[src/rtl/miriscv_prefetch_stage.sv]
// In-order instruction prefetch stage for miriscv: bounded in-flight requests, instruction FIFO,
// and a fetch-to-decode output register. Redirects flush the FIFO and discard stale responses.
module miriscv_prefetch_stage #(
    parameter int unsigned XLEN            = 32,
    parameter int unsigned ILEN            = 32,
    parameter int unsigned DEPTH           = 4,
    parameter int unsigned MAX_OUTSTANDING = 2
) (
    input  logic            clk_i,
    input  logic            rst_i,
    input  logic [XLEN-1:0] boot_addr_i,
    output logic            instr_req_o,
    input  logic            instr_gnt_i,
    output logic [XLEN-1:0] instr_addr_o,
    input  logic            instr_rvalid_i,
    input  logic [XLEN-1:0] instr_rdata_i,
    input  logic [XLEN-1:0] cu_pc_bra_i,
    input  logic            cu_kill_f_i,
    input  logic            cu_boot_addr_load_en_i,
    input  logic            cu_stall_f_i,
    output logic [ILEN-1:0] f_instr_o,
    output logic [XLEN-1:0] f_current_pc_o,
    output logic [XLEN-1:0] f_next_pc_o,
    output logic            f_valid_o
);

    localparam int unsigned AW = $clog2(DEPTH);
    localparam int unsigned CW = $clog2(DEPTH + 1);
    localparam logic [ILEN-1:0] L_NOP = ILEN'(32'h0000_0013);

    logic [XLEN-1:0] r_req_pc;
    logic [XLEN-1:0] r_resp_pc;
    logic [CW-1:0]   r_outstanding;
    logic [CW-1:0]   r_discard;
    logic [CW-1:0]   r_count;
    logic [AW-1:0]   r_wptr;
    logic [AW-1:0]   r_rptr;
    logic [ILEN-1:0] r_fifo_instr [DEPTH];
    logic [XLEN-1:0] r_fifo_pc    [DEPTH];
    logic [ILEN-1:0] r_f_instr;
    logic [XLEN-1:0] r_f_pc;
    logic [XLEN-1:0] r_f_next_pc;
    logic            r_f_valid;

    logic            w_redirect;
    logic [XLEN-1:0] w_target;
    logic [CW-1:0]   w_live;
    logic [CW:0]     w_load;
    logic            w_req;
    logic            w_issue;
    logic            w_drop;
    logic            w_accept;
    logic            w_empty;
    logic            w_bypass;
    logic            w_push;
    logic            w_pop;
    logic [ILEN-1:0] w_rinstr;

    // Kill wins over boot load; both flush and suppress issue this cycle.
    assign w_redirect = cu_kill_f_i | cu_boot_addr_load_en_i;
    assign w_target   = cu_kill_f_i ? cu_pc_bra_i : boot_addr_i;

    // Live in-flight plus buffered entries bound the FIFO so a push never overflows.
    assign w_live  = r_outstanding - r_discard;
    assign w_load  = (CW+1)'(w_live) + (CW+1)'(r_count);
    assign w_req   = ~rst_i & ~w_redirect & (w_load < (CW+1)'(DEPTH))
                   & (r_outstanding < CW'(MAX_OUTSTANDING));
    assign w_issue = w_req & instr_gnt_i;

    assign w_rinstr = instr_rdata_i[ILEN-1:0];
    assign w_drop   = instr_rvalid_i & (r_discard != '0);
    assign w_accept = instr_rvalid_i & (r_discard == '0) & ~w_redirect & ~rst_i;
    assign w_empty  = (r_count == '0);
    assign w_bypass = w_accept & w_empty & ~cu_stall_f_i;
    assign w_push   = w_accept & ~w_bypass;
    assign w_pop    = ~rst_i & ~w_redirect & ~cu_stall_f_i & ~w_empty;

    assign instr_req_o    = w_req;
    assign instr_addr_o   = r_req_pc;
    assign f_instr_o      = r_f_instr;
    assign f_current_pc_o = r_f_pc;
    assign f_next_pc_o    = r_f_next_pc;
    assign f_valid_o      = r_f_valid;

    // FIFO storage needs no reset; occupancy is tracked by the pointers and count.
    always_ff @(posedge clk_i) begin
        if (w_push) begin
            r_fifo_instr[r_wptr] <= w_rinstr;
            r_fifo_pc[r_wptr]    <= r_resp_pc;
        end
    end

    always_ff @(posedge clk_i) begin
        if (rst_i) begin
            r_req_pc      <= boot_addr_i;
            r_resp_pc     <= boot_addr_i;
            r_outstanding <= '0;
            r_discard     <= '0;
            r_count       <= '0;
            r_wptr        <= '0;
            r_rptr        <= '0;
            r_f_instr     <= L_NOP;
            r_f_pc        <= '0;
            r_f_next_pc   <= '0;
            r_f_valid     <= 1'b0;
        end else if (w_redirect) begin
            // Everything still in flight after this cycle's response is stale.
            r_req_pc      <= w_target;
            r_resp_pc     <= w_target;
            r_outstanding <= r_outstanding - CW'(instr_rvalid_i);
            r_discard     <= r_outstanding - CW'(instr_rvalid_i);
            r_count       <= '0;
            r_wptr        <= '0;
            r_rptr        <= '0;
            r_f_instr     <= L_NOP;
            r_f_pc        <= '0;
            r_f_next_pc   <= '0;
            r_f_valid     <= 1'b0;
        end else begin
            if (w_issue) begin
                r_req_pc <= r_req_pc + XLEN'(4);
            end
            r_outstanding <= r_outstanding + CW'(w_issue) - CW'(instr_rvalid_i);
            if (w_drop) begin
                r_discard <= r_discard - CW'(1);
            end
            if (w_accept) begin
                r_resp_pc <= r_resp_pc + XLEN'(4);
            end
            if (w_push) begin
                r_wptr <= r_wptr + AW'(1);
            end
            if (w_pop) begin
                r_rptr <= r_rptr + AW'(1);
            end
            r_count <= r_count + CW'(w_push) - CW'(w_pop);

            // Output advance: FIFO head first, then bypassed response, else bubble.
            if (!cu_stall_f_i) begin
                if (w_pop) begin
                    r_f_instr   <= r_fifo_instr[r_rptr];
                    r_f_pc      <= r_fifo_pc[r_rptr];
                    r_f_next_pc <= r_fifo_pc[r_rptr] + XLEN'(4);
                    r_f_valid   <= 1'b1;
                end else if (w_bypass) begin
                    r_f_instr   <= w_rinstr;
                    r_f_pc      <= r_resp_pc;
                    r_f_next_pc <= r_resp_pc + XLEN'(4);
                    r_f_valid   <= 1'b1;
                end else begin
                    r_f_instr   <= L_NOP;
                    r_f_valid   <= 1'b0;
                end
            end
        end
    end

endmodule

[config.mk]
export PLATFORM = sky130hd
export DESIGN_NAME = miriscv_prefetch_stage
export DESIGN_NICKNAME = d
export VERILOG_FILES = /design/src/rtl/miriscv_prefetch_stage.sv
export SDC_FILE = /design/constraint.sdc
export NUM_CORES = 1
export LEC_CHECK = 0
export ABC_AREA = 1
export BUFFER_PORTS_ARGS = -buffer_cell sky130_fd_sc_hd__buf_2
export CORE_MARGIN = 2
export CORE_UTILIZATION = 60
export CTS_CLUSTER_DIAMETER = 200
export DETAILED_ROUTE_END_ITERATION = 6
export HOLD_SLACK_MARGIN = 0.05
export PLACE_DENSITY = 0.91
export REMOVE_ABC_BUFFERS = 1
export SYNTH_ARGS = -nofsm -noshare
export SYNTH_HDL_FRONTEND = slang
export SYNTH_SLANG_ARGS = --single-unit
[constraint.sdc]
create_clock -name clk_i -period 8.5 [get_ports clk_i]
set_clock_uncertainty 0.1 [all_clocks]
set_input_delay 1.7 -clock clk_i [delete_from_list [all_inputs] [get_ports clk_i]]
set_output_delay 1.7 -clock clk_i [all_outputs]
set_load 0.01 [all_outputs]
# After elaboration in Yosys (flattened, before gate mapping)
# Memories as Yosys holds them, arrays and structs flattened. A register that Yosys moved wholly into a read port is not among the register bits.
# Cells that the tools add are included.
[totals] ff_bits=174 ram_bits=256 input_bits=103 mem_count=2
[classes] addsub=13 order_cmp=2 muxes=24 n_bitwise=19 reduce_logical=9
[memory_table] name="r_fifo_instr" words=4 width=32 rd=1 rd_ports_with_merged_regs=1 wr=1 line_no="38" text="logic [ILEN-1:0] r_fifo_instr [DEPTH];"
[memory_table] name="r_fifo_pc" words=4 width=32 rd=1 rd_ports_with_merged_regs=1 wr=1 line_no="39" text="logic [XLEN-1:0] r_fifo_pc [DEPTH];"
[op_table] op="$mux W32" count=13
[op_table] op="$add A32 B3 Y32 const B" count=3
[op_table] op="$and A1 B1 Y1" count=13
[op_table] op="$mux W3" count=3
[op_table] op="$reduce_bool A3 Y1" count=3
[op_table] op="$sub A3 B1 Y3" count=3
[op_table] op="$mux W2" count=4
[op_table] op="$add A3 B1 Y3" count=2
[op_table] op="$logic_not A3 Y1" count=2
[op_table] op="$not A1 Y1" count=5
[op_table] op="$add A2 B1 Y2 const B" count=2
[op_table] op="$add A3 B3 Y4" count=1
[op_table] op="$lt A4 B3 Y1 const B" count=1
[op_table] op="$mux W1" count=4
[op_table] op="$reduce_bool A2 Y1" count=2
[op_table] op="$lt A3 B2 Y1 const B" count=1
[op_table] op="$sub A3 B1 Y3 const B" count=1
[op_table] op="$sub A3 B3 Y3" count=1
[op_table] op="$reduce_and A2 Y1" count=1
[op_table] op="$reduce_or A2 Y1" count=1
[op_table] op="$or A1 B1 Y1" count=1

# Depth between registers and ports, before layout
# Gate-level depths: netlist (run 1).
[depth] word_depth=10 ltp_mapped=20 mapped_depth_nobuf=18

# Least setup slack after synthesis (run 1)
# Ideal clock, no wire load.
[synth_timing] kind="input -> register" from="input cu_kill_f_i" to="memory r_fifo_instr[0][0], enable pin" arrival_ns=5.252 required_time_ns=7.913 path_slack_ns=2.662 cell_stages=6 path_buffers=2 cell_sequence="or2_1 buf_2 nor2_8 buf_2 nand3_2 nor2_1"
[synth_between] elab_chain_len=10
[synth_lines] item="start, declared" line_no="18" text="input logic cu_kill_f_i,"
[synth_lines] item="$or A1 B1 Y1 *" line_no="60" text="assign w_redirect = cu_kill_f_i | cu_boot_addr_load_en_i;"
[synth_lines] item="$not A1 Y1 *" line_no="72" text="assign w_accept = instr_rvalid_i & (r_discard == '0) & ~w_redirect & ~rst_i;"
[synth_lines] item="$and A1 B1 Y1 * (2 in a row)" line_no="72"
[synth_lines] item="$and A1 B1 Y1 (2 in a row)" line_no="74" text="assign w_bypass = w_accept & w_empty & ~cu_stall_f_i;"
[synth_lines] item="$not A1 Y1" line_no="75" text="assign w_push = w_accept & ~w_bypass;"
[synth_lines] item="$and A1 B1 Y1 *" line_no="75"
[synth_lines] item="$mux W1 *" line_no="87" text="if (w_push) begin"
[synth_lines] item="$mux W1 (not written as such) *" line_no="88" text="r_fifo_instr[r_wptr] <= w_rinstr;"
[synth_lines] item="end, declared" line_no="38"
# Every way passes the cells marked *; elsewhere a longest branch is shown, timed or not.

# Worst setup path after layout (run 1)
[layout_timing] from="input cu_kill_f_i" to="output instr_req_o"
[layout_between] elab_chain_len=5
[layout_lines] item="$or A1 B1 Y1" line_no="60"
[layout_lines] item="$not A1 Y1" line_no="66" text="assign w_req = ~rst_i & ~w_redirect & (w_load < (CW+1)'(DEPTH))"
[layout_lines] item="$and A1 B1 Y1 (2 in a row)" line_no="66"
[layout_lines] item="$and A1 B1 Y1" line_no="67" text="& (r_outstanding < CW'(MAX_OUTSTANDING));"
[layout_lines] item="end, declared" line_no="12" text="output logic instr_req_o,"
# No other way between the ends.

==> results of run 1 <==
[kinds of logic (layout without fill, tap and decap cells)]
family	count (synthesis)	count (layout)	synth area share (%)
flops	428	428	58.4
simple gates	1106	1106	22.5
xor+xnor	36	36	1.57
buf+inv	273	491	6.01
compound gates	338	338	9.99
fa+ha+maj	22	22	1.48
[path summary, 6_finish.rpt]
check / start / endpoint / slack [ns] / cells after the start
setup / recovery: cu_kill_f_i / instr_req_o / 2.87 / 7
hold / removal: f_next_pc_o[3] / f_next_pc_o[3] / 0.38 / 2
setup reg to reg: flip-flop / f_next_pc_o[30] / 4.46 / 18
hold reg to reg: f_next_pc_o[3] / f_next_pc_o[3] / 0.38 / 2
[routing by layer]
metal	routed length, µm	share of wire (%)	vias up	track usage (%)
met3	6840	12	186	5.85
met2	26900	47	1246	53.1
li1	-	-	7806	-
met5	0	0	-	0
met4	2540	4.5	0	14.6
met1	20300	36	7915	40.2
[critical path, stage by stage]
cell and delay, ns:
buf_2 0.15, or2_1 0.35, nor2_8 0.63, inv_2 0.04
buf_4 0.37, nor4_1 0.36, buf_2 0.20
[synth_stat cells, types with 12 or more instances]
cell | number | share of area [%]
buf_6 | 12 | 0.67
nor2_1 | 241 | 4.5
edfxtp_1 | 318 | 47
ha_1 | 19 | 1.2
a22oi_1 | 31 | 1.2
dfxtp_1 | 110 | 11
buf_2 | 29 | 0.72
xor2_1 | 28 | 1.2
buf_4 | 15 | 0.56
inv_1 | 160 | 3.0
a21oi_1 | 46 | 1.1
o21ai_0 | 162 | 4.0
nand3_1 | 127 | 3.2
clkbuf_1 | 46 | 0.86
nor3_1 | 28 | 0.70
o22ai_1 | 34 | 1.1
nand2_1 | 658 | 12
[registers in the layout, indices dropped and copies added (netlist names), named ones only]
register        count
r_rptr              2
r_discard           3
r_fifo_pc         128
r_fifo_instr      128
f_instr_o          32
r_outstanding       3
r_wptr              2
r_count             3
f_next_pc_o        30
r_resp_pc          31
f_current_pc_o     32
f_valid_o           1
instr_addr_o       31
[power groups by stage]
stage	Sequential (µW)	Clock (µW)	Combinational, µW
global route	2390	2070	329
detailed placement	2420	0	290
CTS	2380	2000	292
floorplan	2410	0	158
finish	2390	2000	296
global placement	2420	0	279
[per-stage QoR]
stage          utilization [%]  setup slack, ns  hold WS, ns  power, µW  std cells
6_report                  68.8             2.87        0.376       4680       2869
5_1_grt                   68.8             2.74        0.393       4790       2869
4_1_cts                   68.8             2.90        0.374       4670       2869
3_5_place_dp              64.3             2.76        0.359       2710       2790
3_3_place_gp              64.3             2.81        0.354       2700       2790
2_1_floorplan                -             2.06        0.367       2560       2095
[area by class of cell]
| cell class | count | share of cell area (%) |
|---|---|---|
| clock buffers | 62 | 5.54 |
| clock inverters | 17 | 1.00 |
| inverters | 165 | 2.72 |
| multi-input cells | 1502 | 31.4 |
| flip-flops and latches | 428 | 51.3 |
| well taps | 448 | 2.45 |
| repair buffers | 247 | 5.56 |
==> reports/metrics.cfg, run 1 <==
[routing]
wl_per_cell_um = 19.7
via_per_inst = 5.98
dr.pass1.iters = 6
first_iter_violations = 2220
drc = 0
antenna_left = 0
wirelength_um = 56600
vias = 17200

[finish]
design_area_mm2 = 0.0229
final_common_cell = nand2_1
layout-drive-gt1-share_pct = 15.1
final_net_count = 2512
regArea_mm2 = 0.0118
area_delta_synth_final_pct = 13.8
antenna_cells = 0
fillCellCount = 2434
most-common-layout-cells = nand2_1, edfxtp_1, nor2_1, buf_2, o21ai_0
multiInputGateArea_mm2 = 0.00719

[sta]
period_share_pct = 66.2
slew_headroom_pct = 10.5
final-hold-violation-count = 0
setup_viol = 0
fin_tns_setup_ns = 0
fin_crit_ns = 5.63
slew_viol_final = 0
fmaxAchievable_mhz = 178
tightest_slew_ns = 1.34
rsz0062_at_grt = no

[clocking]
cts.sinks = 428
htreeDepth = 2
cts_tree = built
cts_setup_buffers = 0
clk_latency_ns = 0.56
cts-root-buf = clkbuf_16
cts_buffers = 43
clockBufferDepth = 3
postCtsHoldBufs = 0
cts.repair.resized = 0
clkSlewWorstSetupHoldPaths_ns = 0.06

[global_route]
gr-total-overflow = 0
grt_pass1_vias = 16600
grt_pass1_wl_um = 87100
grt_start_max_net_pins = 94
gr-usage-all-layers_pct = 31.7
grt_antenna_before_repair = 0

[worst_hold_path]
holdCritPathClass = reg2reg

[synthesis]
async_flop_share_pct = 0
yosysSeqAreaShare_pct = 58.4
synth_edf_count = 318
syn_inst = 2203
synth_cell_types = 52
ys.flop_type = edfxtp_1
synth_area_mm2 = 0.0201
syn_area_per_cell_um2 = 9.13
synth_seq_cells = 428
ys.warnings.count = 0

[power_and_ir_drop]
total_leakage_power_uw = 0.00954
p_int_uw = 3600
p_seq_share_pct = 51.0
p_sw_share_pct = 23.0
ir_drop_mv = 0.169
combinationalPowerShare_pct = 6.3
netSwitchingPower_uw = 1080
p_clk_share_pct = 42.7
p_per_area_mw_per_mm2 = 204

[run]
drv_cap = 0

[floorplanning]
die_w_um = 187
dieArea_mm2 = 0.0350
pin_count = 233
rows = 67
coreArea_mm2 = 0.0333
start_util_pct = 60.5
die_y_um = 187

[setup_path]
crit_path_start_kind = input port
arrival_ns = 3.83
crit_fanout = 58
crit_path_end_kind = output pin
path_class = in2out
crit_required_ns = 6.70

[place]
post-dp-hpwl_um = 36800
routabilityCongestion = 0.932
io_buffers = 232
placed_area_mm2 = 0.0214

[run_status]
outcome = complete, no violations

Power figures use the tool's default switching activity.
==> inputs of run 2 (changes only) <==
- ABC_AREA: 1 -> 0
- CORE_UTILIZATION: 60 -> 52
- PLACE_DENSITY: 0.91 -> 0.85
- clock period: 8.5 -> 4.6 ns (I/O delays scaled with it)
==> reports/metrics.cfg, run 2 <==
[setup_path]
worstRegToRegCells = 16  ; was 18
slowest_delay_ns = 0.60  ; was 0.63 ns
rrSetupSlack_ns = 0.65  ; was 4.46 ns
crit_required_ns = 3.58  ; was 6.70 ns
cpMaxStageDelayCell = or4b_2  ; was nor2_8
cp.depth = 10  ; was 7
path_class = reg2out  ; was in2out
cp_cell_sequence = inv_1, ha_1, inv_1, fa_1, xnor2_1, xnor2_1, ha_1, or4b_2, nor3_1, buf_2  ; was buf_2, or2_1, nor2_8, inv_2, buf_4, nor4_1, buf_2
critPathTopFamily = simple AND/OR/NAND/NOR gates  ; unchanged
crit_fanout = 2  ; was 58
crit_path_start_kind = flip-flop  ; was input port
arrival_ns = 3.11  ; was 3.83 ns
crit_path_end_kind = output pin  ; unchanged
path_buf_inv = 3  ; was 4

[finish]
final_net_count = 1655  ; was 2512
design_area_mm2 = 0.0214  ; was 0.0229 mm²
most-common-layout-cells = edfxtp_1, buf_2, nor2_1, dfxtp_1, o21ai_0  ; was nand2_1, edfxtp_1, nor2_1, buf_2, o21ai_0
multiInputGateArea_mm2 = 0.00607  ; was 0.00719 mm²
final_common_cell = edfxtp_1  ; was nand2_1
fillCellCount = 2578  ; was 2434
reg_top3 = r_fifo_instr (128), r_fifo_pc (128)  ; unchanged
area_delta_synth_final_pct = 16.9  ; was 13.8%
final_util_pct = 61.9  ; was 68.8%
regArea_mm2 = 0.0118  ; unchanged
antenna_cells = 0  ; unchanged
layout-drive-gt1-share_pct = 26.5  ; was 15.1%

[power_and_ir_drop]
p_int_uw = 6620  ; was 3600 µW
p_sw_share_pct = 22.6  ; was 23.0%
netSwitchingPower_uw = 1930  ; was 1080 µW
ir_drop_mv = 0.283  ; was 0.169 mV
total_leakage_power_uw = 0.00746  ; was 0.00954 µW
combinationalPowerShare_pct = 5.8  ; was 6.3%
p_seq_share_pct = 51.7  ; was 51.0%
p_clk_share_pct = 42.6  ; was 42.7%
p_per_area_mw_per_mm2 = 400  ; was 204 mW/mm²

[floorplanning]
dieArea_mm2 = 0.0367  ; was 0.0350 mm²
die_w_um = 191  ; was 187 µm
start_util_pct = 52.9  ; was 60.5%
die_y_um = 191  ; was 187 µm
rows = 68  ; was 67
coreArea_mm2 = 0.0345  ; was 0.0333 mm²
pin_count = 233  ; unchanged

[sta]
period_share_pct = 89.9
final-hold-violation-count = 0  ; unchanged
slew_viol_final = 0  ; unchanged
rsz0062_at_grt = no  ; unchanged
fin_tns_setup_ns = 0  ; unchanged
tightest_slew_ns = 1.24  ; was 1.34 ns
setup_viol = 0  ; unchanged
slew_headroom_pct = 17.2  ; was 10.5%
fmaxAchievable_mhz = 242
fin_crit_ns = 4.13

[synthesis]
ys.warnings.count = 0  ; unchanged
syn_area_per_cell_um2 = 14.0  ; was 9.13 µm²
synth_seq_cells = 428  ; unchanged
yosys-top-cells-count = edfxtp_1, nor2_1, dfxtp_1  ; was nand2_1, edfxtp_1, nor2_1
synth_top_area_share_pct = 52.3  ; was 47.5%
syn_inst = 1308  ; was 2203
synth_area_mm2 = 0.0183  ; was 0.0201 mm²
synth_cell_types = 69  ; was 52
synth_most_common_cell = edfxtp_1  ; was nand2_1
ys.flop_type = edfxtp_1  ; unchanged
synth_area_leaders = edfxtp_1, dfxtp_1, mux4_2  ; was edfxtp_1, nand2_1, dfxtp_1
async_flop_share_pct = 0  ; unchanged
synth_top_area_cell = edfxtp_1  ; unchanged
synth_edf_count = 318  ; unchanged
yosysSeqAreaShare_pct = 64.3  ; was 58.4%

[place]
routabilityCongestion = 0.884  ; was 0.932
post-dp-hpwl_um = 29900  ; was 36800 µm
io_buffers = 232  ; unchanged
placed_area_mm2 = 0.0199  ; was 0.0214 mm²

[worst_hold_path]
holdCritPathClass = reg2reg  ; unchanged
min_path_cells = 2  ; unchanged

[routing]
wl_per_cell_um = 23.3  ; was 19.7 µm
wirelength_um = 47000  ; was 56600 µm
drc = 0  ; unchanged
vias = 12600  ; was 17.2k
antenna_left = 0  ; unchanged
first_iter_violations = 1308  ; was 2220
via_per_inst = 6.21  ; was 5.98
dr.pass1.iters = 6  ; unchanged

[clocking]
cts_buffers = 43  ; unchanged
cts.sinks = 428  ; unchanged
cts-root-buf = clkbuf_16  ; unchanged
clockBufferDepth = 3  ; unchanged
cts_tree = built  ; unchanged
cts.repair.resized = 0  ; unchanged
clkSlewWorstSetupHoldPaths_ns = 0.06  ; about the same
htreeDepth = 2  ; unchanged
clk_latency_ns = 0.55  ; was 0.56 ns
cts_setup_buffers = 0  ; unchanged
postCtsHoldBufs = 0  ; unchanged

[global_route]
grt_antenna_before_repair = 0  ; unchanged
gr-usage-all-layers_pct = 25.7  ; was 31.7%
grt_pass1_wl_um = 71700  ; was 87100 µm
gr-total-overflow = 0  ; unchanged
grt_pass1_vias = 12300  ; was 16.6k
grt_start_max_net_pins = 128  ; was 94

[run_status]
outcome = complete, no violations  ; unchanged

[run]
drv_cap = 0  ; unchanged

==> run 2: logic make-up after synthesis <==
kind of cell / count (synthesis) / share of synthesized area, %
DFF: 428 / 64.3
AOI/OAI and AO/OA: 258 / 9.50
adders and majority gates: 22 / 1.63
muxes: 66 / 8.31
xor gates and xnor gates: 92 / 4.41
and+or+nand+nor: 343 / 9.33
buffers and inverters: 99 / 2.51
==> run 2: worst paths after layout <==
path | start | end
hold / removal | f_current_pc_o[24] | f_current_pc_o[24]
hold reg to reg | f_current_pc_o[24] | f_current_pc_o[24]
setup reg to reg | r_outstanding[0] | r_outstanding[2]
setup / recovery | r_outstanding[0] | instr_req_o
==> run 2: power by group through the flow <==
stage	registers (µW)	logic [µW]	clock network, µW
4_1_cts	4410	487	3680
2_1_floorplan	4460	249	0
6_report	4420	492	3640
3_5_place_dp	4490	483	0
3_3_place_gp	4480	468	0
5_1_grt	4420	541	3840
==> run 2: cell type report <==
| cell class | instances | share of cell area, % |
|---|---|---|
| Clock inverter | 28 | 1.32 |
| Sequential cell | 428 | 55.0 |
| Timing Repair Buffer | 256 | 6.57 |
| Tap cell | 455 | 2.66 |
| Multi-Input combinational cell | 781 | 28.4 |
| Inverter | 20 | 0.369 |
| Clock buffer | 52 | 5.63 |
==> run 2: layer usage <==
metal | vias to the layer above | GRT usage [%] | wire length (µm)
li1 | 5513 | - | -
met1 | 6150 | 34.8 | 18600
met2 | 762 | 42.2 | 22500
met3 | 127 | 4.41 | 4220
met4 | 0 | 9.26 | 1690
met5 | - | 0 | 0
==> run 2: per-stage QoR <==
stage | setup WS [ns] | cells | power [µW] | hold WS, ns
4_1_cts | 0.427 | 2020 | 8570 | 0.355
2_1_floorplan | -1.49 | 1229 | 4710 | 0.381
6_report | 0.465 | 2020 | 8540 | 0.354
3_5_place_dp | 0.611 | 1940 | 4970 | 0.347
3_3_place_gp | 0.715 | 1940 | 4950 | 0.345
5_1_grt | 0.254 | 2020 | 8810 | 0.369
==> run 2: tightest hold or removal path, stage by stage (launching register included) <==
cell and delay [ns]:
dfxtp_1 0.31, nand2_1 0.05, a21oi_1 0.05
==> inputs of run 3 (changes only) <==
- CORE_UTILIZATION: 52 -> 54
- CTS_BUF_LIST: not set -> sky130_fd_sc_hd__clkbuf_4
- PLACE_DENSITY: 0.85 -> 0.87
==> reports/metrics.cfg, run 3 (same netlist as run 2, synthesis figures left out) <==
[run_status]
outcome = complete, no violations  ; unchanged

[sta]
fmaxAchievable_mhz = 227  ; was 242 MHz
fin_hold_ws_ns = 0.306  ; was 0.354 ns
setup_viol = 0  ; unchanged
tightest_slew_ns = 0.875  ; was 1.24 ns
fin_tns_setup_ns = 0  ; unchanged
slew_viol_final = 0  ; unchanged
fin_crit_ns = 4.40  ; was 4.13 ns
period_share_pct = 95.6  ; was 89.9%
final-hold-violation-count = 0  ; unchanged
rsz0062_at_grt = no  ; unchanged
slew_headroom_pct = 41.2  ; was 17.2%

[floorplanning]
die_y_um = 188  ; was 191 µm
dieArea_mm2 = 0.0353  ; was 0.0367 mm²
rows = 67  ; was 68
start_util_pct = 54.6  ; was 52.9%
pin_count = 233  ; unchanged
coreArea_mm2 = 0.0334  ; was 0.0345 mm²
die_w_um = 188  ; was 191 µm

[routing]
wl_per_cell_um = 21.7  ; was 23.3 µm
antenna_left = 0  ; unchanged
drc = 0  ; unchanged
via_per_inst = 6.05  ; was 6.21
dr.pass1.iters = 6  ; unchanged
vias = 12900  ; was 12.6k
first_iter_violations = 1369  ; was 1308
wirelength_um = 46300  ; was 47000 µm

[setup_path]
rr_startpoint = r_outstanding[0]  ; unchanged
arrival_ns = 3.38  ; was 3.11 ns
crit_path_start_kind = flip-flop  ; unchanged
worstRegToRegCells = 16  ; unchanged
crit_fanout = 2  ; unchanged
rrSetupSlack_ns = 0.59  ; was 0.65 ns
crit_required_ns = 3.58  ; about the same
cp_cell_sequence = inv_1, ha_1, inv_1, fa_1, xnor2_1, xnor2_1, ha_1, or4b_2, nor3_1, buf_2  ; unchanged
path_class = reg2out  ; unchanged
worstReg2RegEnd = r_outstanding[2]  ; unchanged
crit_path_end_kind = output pin  ; unchanged
slowest_delay_ns = 0.60  ; about the same
cpMaxStageDelayCell = or4b_2  ; unchanged

[power_and_ir_drop]
p_per_area_mw_per_mm2 = 380  ; was 400 mW/mm²
total_leakage_power_uw = 0.00757  ; was 0.00746 µW
p_total_uw = 8070  ; was 8540 µW
ir_drop_mv = 0.226  ; was 0.283 mV

[finish]
area_delta_synth_final_pct = 16.4  ; was 16.9%
layout-drive-gt1-share_pct = 30.7  ; was 26.5%
fillCellCount = 2448  ; was 2578
final_common_cell = edfxtp_1  ; unchanged
final_net_count = 1720  ; was 1655
reg_top3 = r_fifo_instr (128), r_fifo_pc (128)  ; unchanged
most-common-layout-cells = edfxtp_1, buf_2, clkbuf_4, nor2_1, dfxtp_1  ; was edfxtp_1, buf_2, nor2_1, dfxtp_1, o21ai_0

[worst_hold_path]
min_from = instr_rdata_i[9]  ; was f_current_pc_o[24]
min_to = r_fifo_instr[0][9]  ; was f_current_pc_o[24]
min_path_cells = 1  ; was 2
holdCritPathClass = in2reg  ; was reg2reg

[place]
post-dp-hpwl_um = 30500  ; was 29900 µm
io_buffers = 232  ; unchanged
routabilityCongestion = 0.875  ; was 0.884

[clocking]
cts_buffers = 104  ; was 43
clockBufferDepth = 3  ; unchanged
cts.sinks = 428  ; unchanged
htreeDepth = 3  ; was 2
clk_latency_ns = 0.78  ; was 0.55 ns
cts_tree = built  ; unchanged
cts-root-buf = clkbuf_4  ; was clkbuf_16
clkSlewWorstSetupHoldPaths_ns = 0.07  ; was 0.06 ns
postCtsHoldBufs = 0  ; unchanged
cts_setup_buffers = 0  ; unchanged
cts.repair.resized = 0  ; unchanged

[global_route]
grt_pass1_vias = 12600  ; was 12.3k
grt_start_max_net_pins = 57  ; was 128
grt_antenna_before_repair = 1  ; was 0
gr-usage-all-layers_pct = 26.1  ; was 25.7%
gr-total-overflow = 0  ; unchanged
grt_pass1_wl_um = 70100  ; was 71700 µm

[run]
drv_cap = 0  ; unchanged

run 3: cell count changes in the layout (fill, tap and decap cells not counted), sizes merged:
cell / before / now
buf: 256 / 260
bufinv: 5 / 1
clkbuf: 52 / 163
clkinv: 19 / 30
clkinvlp: 2 / 0
diode: 0 / 1
inv: 22 / 20
run 3: cell type report:
| type | instances | area (µm²) | area share (%) |
|---|---|---|---|
| flip-flops and latches | 428 | 11800 | 55.3 |
| well taps | 448 | 561 | 2.64 |
| multi-input cells | 781 | 6070 | 28.6 |
| clock inverters | 31 | 154 | 0.724 |
| repair buffers | 260 | 1410 | 6.63 |
| clock buffers | 163 | 1220 | 5.76 |
| diodes | 1 | 2.50 | 0.0118 |
| inverters | 20 | 78.8 | 0.371 |
run 3: critical path: cells and delay by family, from the launching register on:
family                   cells  cell delay (ns)
flip-flops                   1             0.31
buffers and inverters        3             0.32
adder cells (fa/ha/maj)      3             0.77
AND/OR/NAND/NOR              2             0.86
XOR/XNOR                     2             0.39
run 3: worst max-delay path by stage:
stage / from / to / cells past startpoint
final: r_outstanding[0] / instr_req_o / 10
after global placement: r_outstanding[0] / r_outstanding[2] / 16
after floorplan: cu_kill_f_i / r_fifo_instr[0][0] / 5
after global routing: r_outstanding[0] / instr_req_o / 10
after detailed placement: r_outstanding[0] / r_outstanding[2] / 16
after CTS: r_outstanding[0] / instr_req_o / 10
run 3: through the flow:
stage | area, µm² | worst slack (ns) | util [%] | cells
3_3_place_gp | 19900 | 0.726 | 59.4 | 1937
3_5_place_dp | 19900 | 0.567 | 59.4 | 1937
5_1_grt | 21300 | 0.00609 | 63.6 | 2132
2_1_floorplan | 17900 | -1.49 | - | 1229
4_1_cts | 21300 | 0.125 | 63.6 | 2131
6_report | 21300 | 0.203 | 63.6 | 2132
run 3: report_power, final:
part | internal [µW] | leakage, µW | switching (µW)
logic | 190 | 0.00288 | 306
registers | 4270 | 0.00385 | 140
clock network | 1670 | 0.000835 | 1500
run 3: routing by layer:
metal / vias up / GRT usage [%] / part of all wire, %
li1: 5724 / - / -
met3: 93 / 5.75 / 10
met2: 832 / 42.7 / 49
met1: 6242 / 34.5 / 38
met4: 0 / 9.96 / 2.5
met5: - / 0 / 0
